$ cat src/rtl/seg7_scan_driver.sv
// Four-digit common-anode 7-segment scan driver: per-frame snapshot of the
// displayed word, anti-ghosting dead time and optional leading-zero blanking.
module seg7_scan_driver #(
   parameter int PRESCALE_W   = 18,
   parameter int BLANK_CYCLES = 4,
   parameter bit LEAD_BLANK   = 1'b0
) (
   input  logic        cclk,
   input  logic        clr,
   input  logic [15:0] x,
   input  logic [3:0]  dp_in,
   output logic [6:0]  a_to_g,
   output logic [3:0]  an,
   output logic        dp,
   output logic        frame_tick
);

   localparam logic [PRESCALE_W-1:0] BLANK_LIM = PRESCALE_W'(BLANK_CYCLES);

   logic [PRESCALE_W-1:0] cnt_p0;
   logic [1:0]            digit_p0;
   logic [15:0]           shadow_x_p0;
   logic [3:0]            shadow_dp_p0;

   logic                  slot_end;
   logic                  frame_end;
   logic [3:0]            nib;
   logic                  upper_zero;
   logic                  blank;
   logic [6:0]            seg_nxt;
   logic [3:0]            an_nxt;
   logic                  dp_nxt;

   function automatic logic [6:0] hex_to_seg(input logic [3:0] h);
      logic [6:0] s;
      case (h)
         4'h0: s = 7'b0000001;
         4'h1: s = 7'b1001111;
         4'h2: s = 7'b0010010;
         4'h3: s = 7'b0000110;
         4'h4: s = 7'b1001100;
         4'h5: s = 7'b0100100;
         4'h6: s = 7'b0100000;
         4'h7: s = 7'b0001111;
         4'h8: s = 7'b0000000;
         4'h9: s = 7'b0000100;
         4'hA: s = 7'b0001000;
         4'hB: s = 7'b1100000;
         4'hC: s = 7'b0110001;
         4'hD: s = 7'b1000010;
         4'hE: s = 7'b0110000;
         default: s = 7'b0111000;
      endcase
      return s;
   endfunction

   assign slot_end  = &cnt_p0;
   assign frame_end = slot_end && (digit_p0 == 2'd3);

   // Stage p0: refresh counter, digit select and frame snapshot
   always_ff @(posedge cclk or negedge clr) begin
      if (!clr) begin
         cnt_p0       <= '0;
         digit_p0     <= 2'd0;
         shadow_x_p0  <= 16'h0000;
         shadow_dp_p0 <= 4'h0;
      end else begin
         cnt_p0 <= cnt_p0 + 1'b1;
         if (slot_end) begin
            digit_p0 <= digit_p0 + 1'b1;
         end
         if (frame_end) begin
            shadow_x_p0  <= x;
            shadow_dp_p0 <= dp_in;
         end
      end
   end

   always_comb begin
      nib        = shadow_x_p0[{digit_p0, 2'b00} +: 4];
      upper_zero = 1'b0;
      case (digit_p0)
         2'd1:    upper_zero = (shadow_x_p0[15:4]  == 12'h000);
         2'd2:    upper_zero = (shadow_x_p0[15:8]  == 8'h00);
         2'd3:    upper_zero = (shadow_x_p0[15:12] == 4'h0);
         default: upper_zero = 1'b0;
      endcase
      blank   = (cnt_p0 < BLANK_LIM) || (LEAD_BLANK && upper_zero);
      seg_nxt = 7'b1111111;
      an_nxt  = 4'b1111;
      dp_nxt  = 1'b1;
      if (!blank) begin
         seg_nxt = hex_to_seg(nib);
         an_nxt  = ~(4'b0001 << digit_p0);
         dp_nxt  = ~shadow_dp_p0[digit_p0];
      end
   end

   // Stage p1: registered display outputs
   always_ff @(posedge cclk or negedge clr) begin
      if (!clr) begin
         a_to_g     <= 7'b1111111;
         an         <= 4'b1111;
         dp         <= 1'b1;
         frame_tick <= 1'b0;
      end else begin
         a_to_g     <= seg_nxt;
         an         <= an_nxt;
         dp         <= dp_nxt;
         frame_tick <= frame_end;
      end
   end

endmodule

$ cat config.mk
export PLATFORM = sky130hd
export DESIGN_NAME = seg7_scan_driver
export DESIGN_NICKNAME = d
export VERILOG_FILES = /design/src/rtl/seg7_scan_driver.sv
export SDC_FILE = /design/constraint.sdc
export NUM_CORES = 1
export LEC_CHECK = 0
export CORE_MARGIN = 5
export CORE_UTILIZATION = 40
export CTS_CLUSTER_DIAMETER = 120
export CTS_CLUSTER_SIZE = 12
export DETAILED_ROUTE_END_ITERATION = 7
export PLACE_DENSITY = 0.73
export SETUP_SLACK_MARGIN = 0.5
export SLEW_MARGIN = 20
export SYNTH_ARGS = -nofsm -noshare
export SYNTH_HDL_FRONTEND = slang
export SYNTH_SLANG_ARGS = --single-unit
$ cat constraint.sdc
create_clock -name cclk -period 4.1 [get_ports cclk]
set_input_delay 0.615 -clock cclk [delete_from_list [all_inputs] [get_ports cclk]]
set_output_delay 0.615 -clock cclk [all_outputs]
set_load 0.02 [all_outputs]
==> flow_metrics.py <==
metrics = {
    "synth": {
        "yosysTopAreaCell": "dfrtp_1",
        "synth_xor_area_share_pct": 5.94,
        "yosysTopAreaCellShare_pct": 41.0,
        "netlist_instances": 181,
        "syn_avg_cell_area_um2": 13.8,
        "netlist_area_um2": 2500,
        "synth_top_family_by_area": "multiplexers",
        "synth-compound-area-share_pct": 3.00,
        "syn_nets": 214,
        "yosys_warnings": 0,
        "seq_area_frac_synth_pct": 53.5,
        "synthMuxAreaShare_pct": 18.9,
        "synthSimpleGateAreaFrac_pct": 9.54,
        "synth_area_leaders": "dfrtp_1 (41%), dfstp_2 (13%), mux2_4 (11%)",
        "synth-adder-area-share_pct": 5.49,
        "ys_ff_latch": 53,
        "ys_types": 31,
    },
    "routing": {
        "wl_per_cell_um": 14.7,
        "drc": 0,
        "ant_nets": 0,
        "drt_iter0_drc": 43,
        "vias_per_cell": 5.04,
        "vias": 1473,
        "drtPass1Iterations": 4,
        "drt_wl_total_um": 4280,
    },
    "timing": {
        "whs_ns": 0.328,
        "tightest_slew_ns": 0.697,
        "finalHoldViolCount": 0,
        "setup_tns_ns": 0,
        "slew_headroom_pct": 53.5,
        "slew_violations": 0,
        "fmaxAchievable_ghz": 0.413,
        "fin_crit_ns": 2.42,
        "rsz0062_at_grt": "no",
        "setup_viol": 0,
        "post-route-period-util_pct": 59.1,
        "skew_ns": 0.0101,
    },
    "placed_design": {
        "dp_hpwl_um": 3060,
        "numPlacedInstances": 284,
        "place_area_um2": 2880,
        "port_buffers": 34,
        "gp_congestion": 0.763,
    },
    "global_routing": {
        "grt.total_usage_pct": 12.3,
        "antenna_found_initial": 0,
        "grt_first_pass_wirelength_um": 7450,
        "grt_max_degree": 54,
        "grt_pass1_vias": 1629,
        "grt.overflow.total": 0,
    },
    "power_and_ir_drop": {
        "max-vdd-ir-drop_mv": 0.153,
        "power.leakage_uw": 0.00137,
        "p_per_area_nw_per_um2": 315,
    },
    "critical_path": {
        "crit_path_cell_trace": "ha_1, nand4_1, nor2_1, nand3_2, mux2_4",
        "cp.arrival_ns": 2.61,
        "startpoint_type": "register",
        "crit_buf_inv": 0,
        "worstPathRequired_ns": 4.29,
        "cp_max_fo": 21,
        "slowest_stage": "nand3_2",
        "critPathKind": "reg2reg",
        "crit_path_end_kind": "register",
        "slowest_delay_ns": 0.64,
        "crit_family": "simple AND/OR/NAND/NOR gates",
    },
    "cts": {
        "cts-root-buf": "clkbuf_8",
        "ctsHtreeMaxLevel": 2,
        "post_cts_resized": 0,
        "clk_pin_slew_ns": 0.09,
        "cts_tree": "yes",
        "clock_sinks": 53,
        "hold_buffers": 0,
        "clock_latency_ns": 0.31,
        "post-cts-setup-buffers": 0,
        "cts_buffer_depth": 2,
        "cts_buffers": 5,
    },
    "run": {
        "drv_cap": 0,
    },
    "die": {
        "die_w_um": 89.1,
        "rows": 28,
        "io_pins": 35,
        "initial_core_util_pct": 41.8,
        "core-area_um2": 5990,
        "die_area_um2": 7950,
        "fp.dieH_um": 89.1,
    },
    "cells_and_area": {
        "area_growth_pct": 18.6,
        "final_util_pct": 49.6,
        "fillers": 524,
        "layout-drive-gt1-share_pct": 21.7,
        "fin_cells": 292,
        "diodes": 0,
        "nets": 249,
        "design_area_um2": 2970,
    },
    "worst_hold_path": {
        "hold_class": "in2async",
    },
    "outcome": {
        "outcome": "finished clean",
    },
}
[synth_stat cells]
library cell,count
nand2_1,11
o211ai_1,2
mux2_2,3
dfstp_2,12
mux2i_1,3
inv_1,10
a21oi_1,2
o211ai_2,1
nand3_1,7
mux4_2,2
nor2b_1,1
nor4_1,4
nor3_1,1
xnor2_1,11
mux2_4,19
clkbuf_1,2
nand4_1,6
or2_4,1
xor2_1,6
o21ai_1,1
buf_6,4
nand2b_1,2
mux4_1,3
nand3_2,1
o221ai_1,3
o22ai_1,1
and4_1,2
dfrtp_1,41
nor2_1,4
ha_1,11
and3_1,4
[final cells by class]
type	instances	area, um2	share of cell area (%)
flip-flops and latches	53	1340	45.1
repair buffers	34	338	11.4
clock inverters	2	15.0	0.505
inverters	10	37.5	1.26
well taps	75	93.8	3.16
multi-input cells	112	1070	36.1
clock buffers	6	72.6	2.44
[metrics by stage]
step | setup slack (ns) | total power (uW)
floorplan | 2.21 | 607
global placement | 1.79 | 654
detailed placement | 1.65 | 657
CTS | 1.65 | 952
global route | 1.49 | 983
finish | 1.68 | 937
[flip-flops by register name, indices dropped and copies added, names as in the netlist]
| signal | cells |
|---|---|
| shadow_x_p0 | 16 |
| cnt_p0 | 18 |
| dp | 1 |
| an | 4 |
| shadow_dp_p0 | 4 |
| digit_p0 | 2 |
| a_to_g | 7 |
| frame_tick | 1 |
[logic make-up after synthesis]
family                     count (synthesis)
buffers and inverters                     16
AOI/OAI and AO/OA                         10
adders and majority gates                 11
DFF                                       53
muxes                                     30
xor gates and xnor gates                  17
and+or+nand+nor                           44
[worst register-to-register path, stage by stage (launching register included)]
cell and delay, ns:
dfrtp_1 0.41, ha_1 0.23, nand4_1 0.15, nor2_1 0.36
nand3_2 0.64, mux2_4 0.52
[layout by cell type, fill, tap and decap left out, types with 4 or more instances in the layout]
cell type,n
inv_1,10
clkdlybuf4s50_1,33
dfstp_2,12
clkbuf_8,5
nand3_1,7
nand2_1,11
mux2_4,19
xnor2_1,11
xor2_1,6
nand4_1,6
and3_1,4
ha_1,11
nor2_1,4
nor4_1,4
dfrtp_1,41
[power breakdown]
part	switching, uW	total, uW	internal (uW)	leakage [uW]
sequential	7.17	551	544	0.000638
clock	171	291	121	0.0000374
combinational	40.8	94.9	54.1	0.000699
[worst paths after layout]
path | endpoint | slack [ns] | depth (start not counted) | startpoint
setup / recovery | shadow_dp_p0[0]$_DFFE_PN0P_ | 1.68 | 5 | cnt_p0[0]$_DFF_PN0_
hold / removal | cnt_p0[7]$_DFF_PN0_ | 0.33 | 1 | clr
setup reg to reg | shadow_dp_p0[0]$_DFFE_PN0P_ | 1.68 | 5 | cnt_p0[0]$_DFF_PN0_
hold reg to reg | cnt_p0[0]$_DFF_PN0_ | 0.50 | 1 | cnt_p0[0]$_DFF_PN0_
max in group asynchronous | cnt_p0[9]$_DFF_PN0_ | 3.33 | 1 | clr
min in group cclk | cnt_p0[0]$_DFF_PN0_ | 0.50 | 1 | cnt_p0[0]$_DFF_PN0_
[per-layer routing]
layer	vias up	share of wire (%)	track usage, %
met2	35	46	18.2
met4	0	1.7	5.68
met1	727	48	17.7
met5	-	0	0
li1	704	-	-
met3	7	4.3	1.94
Power figures use the tool's default switching activity.
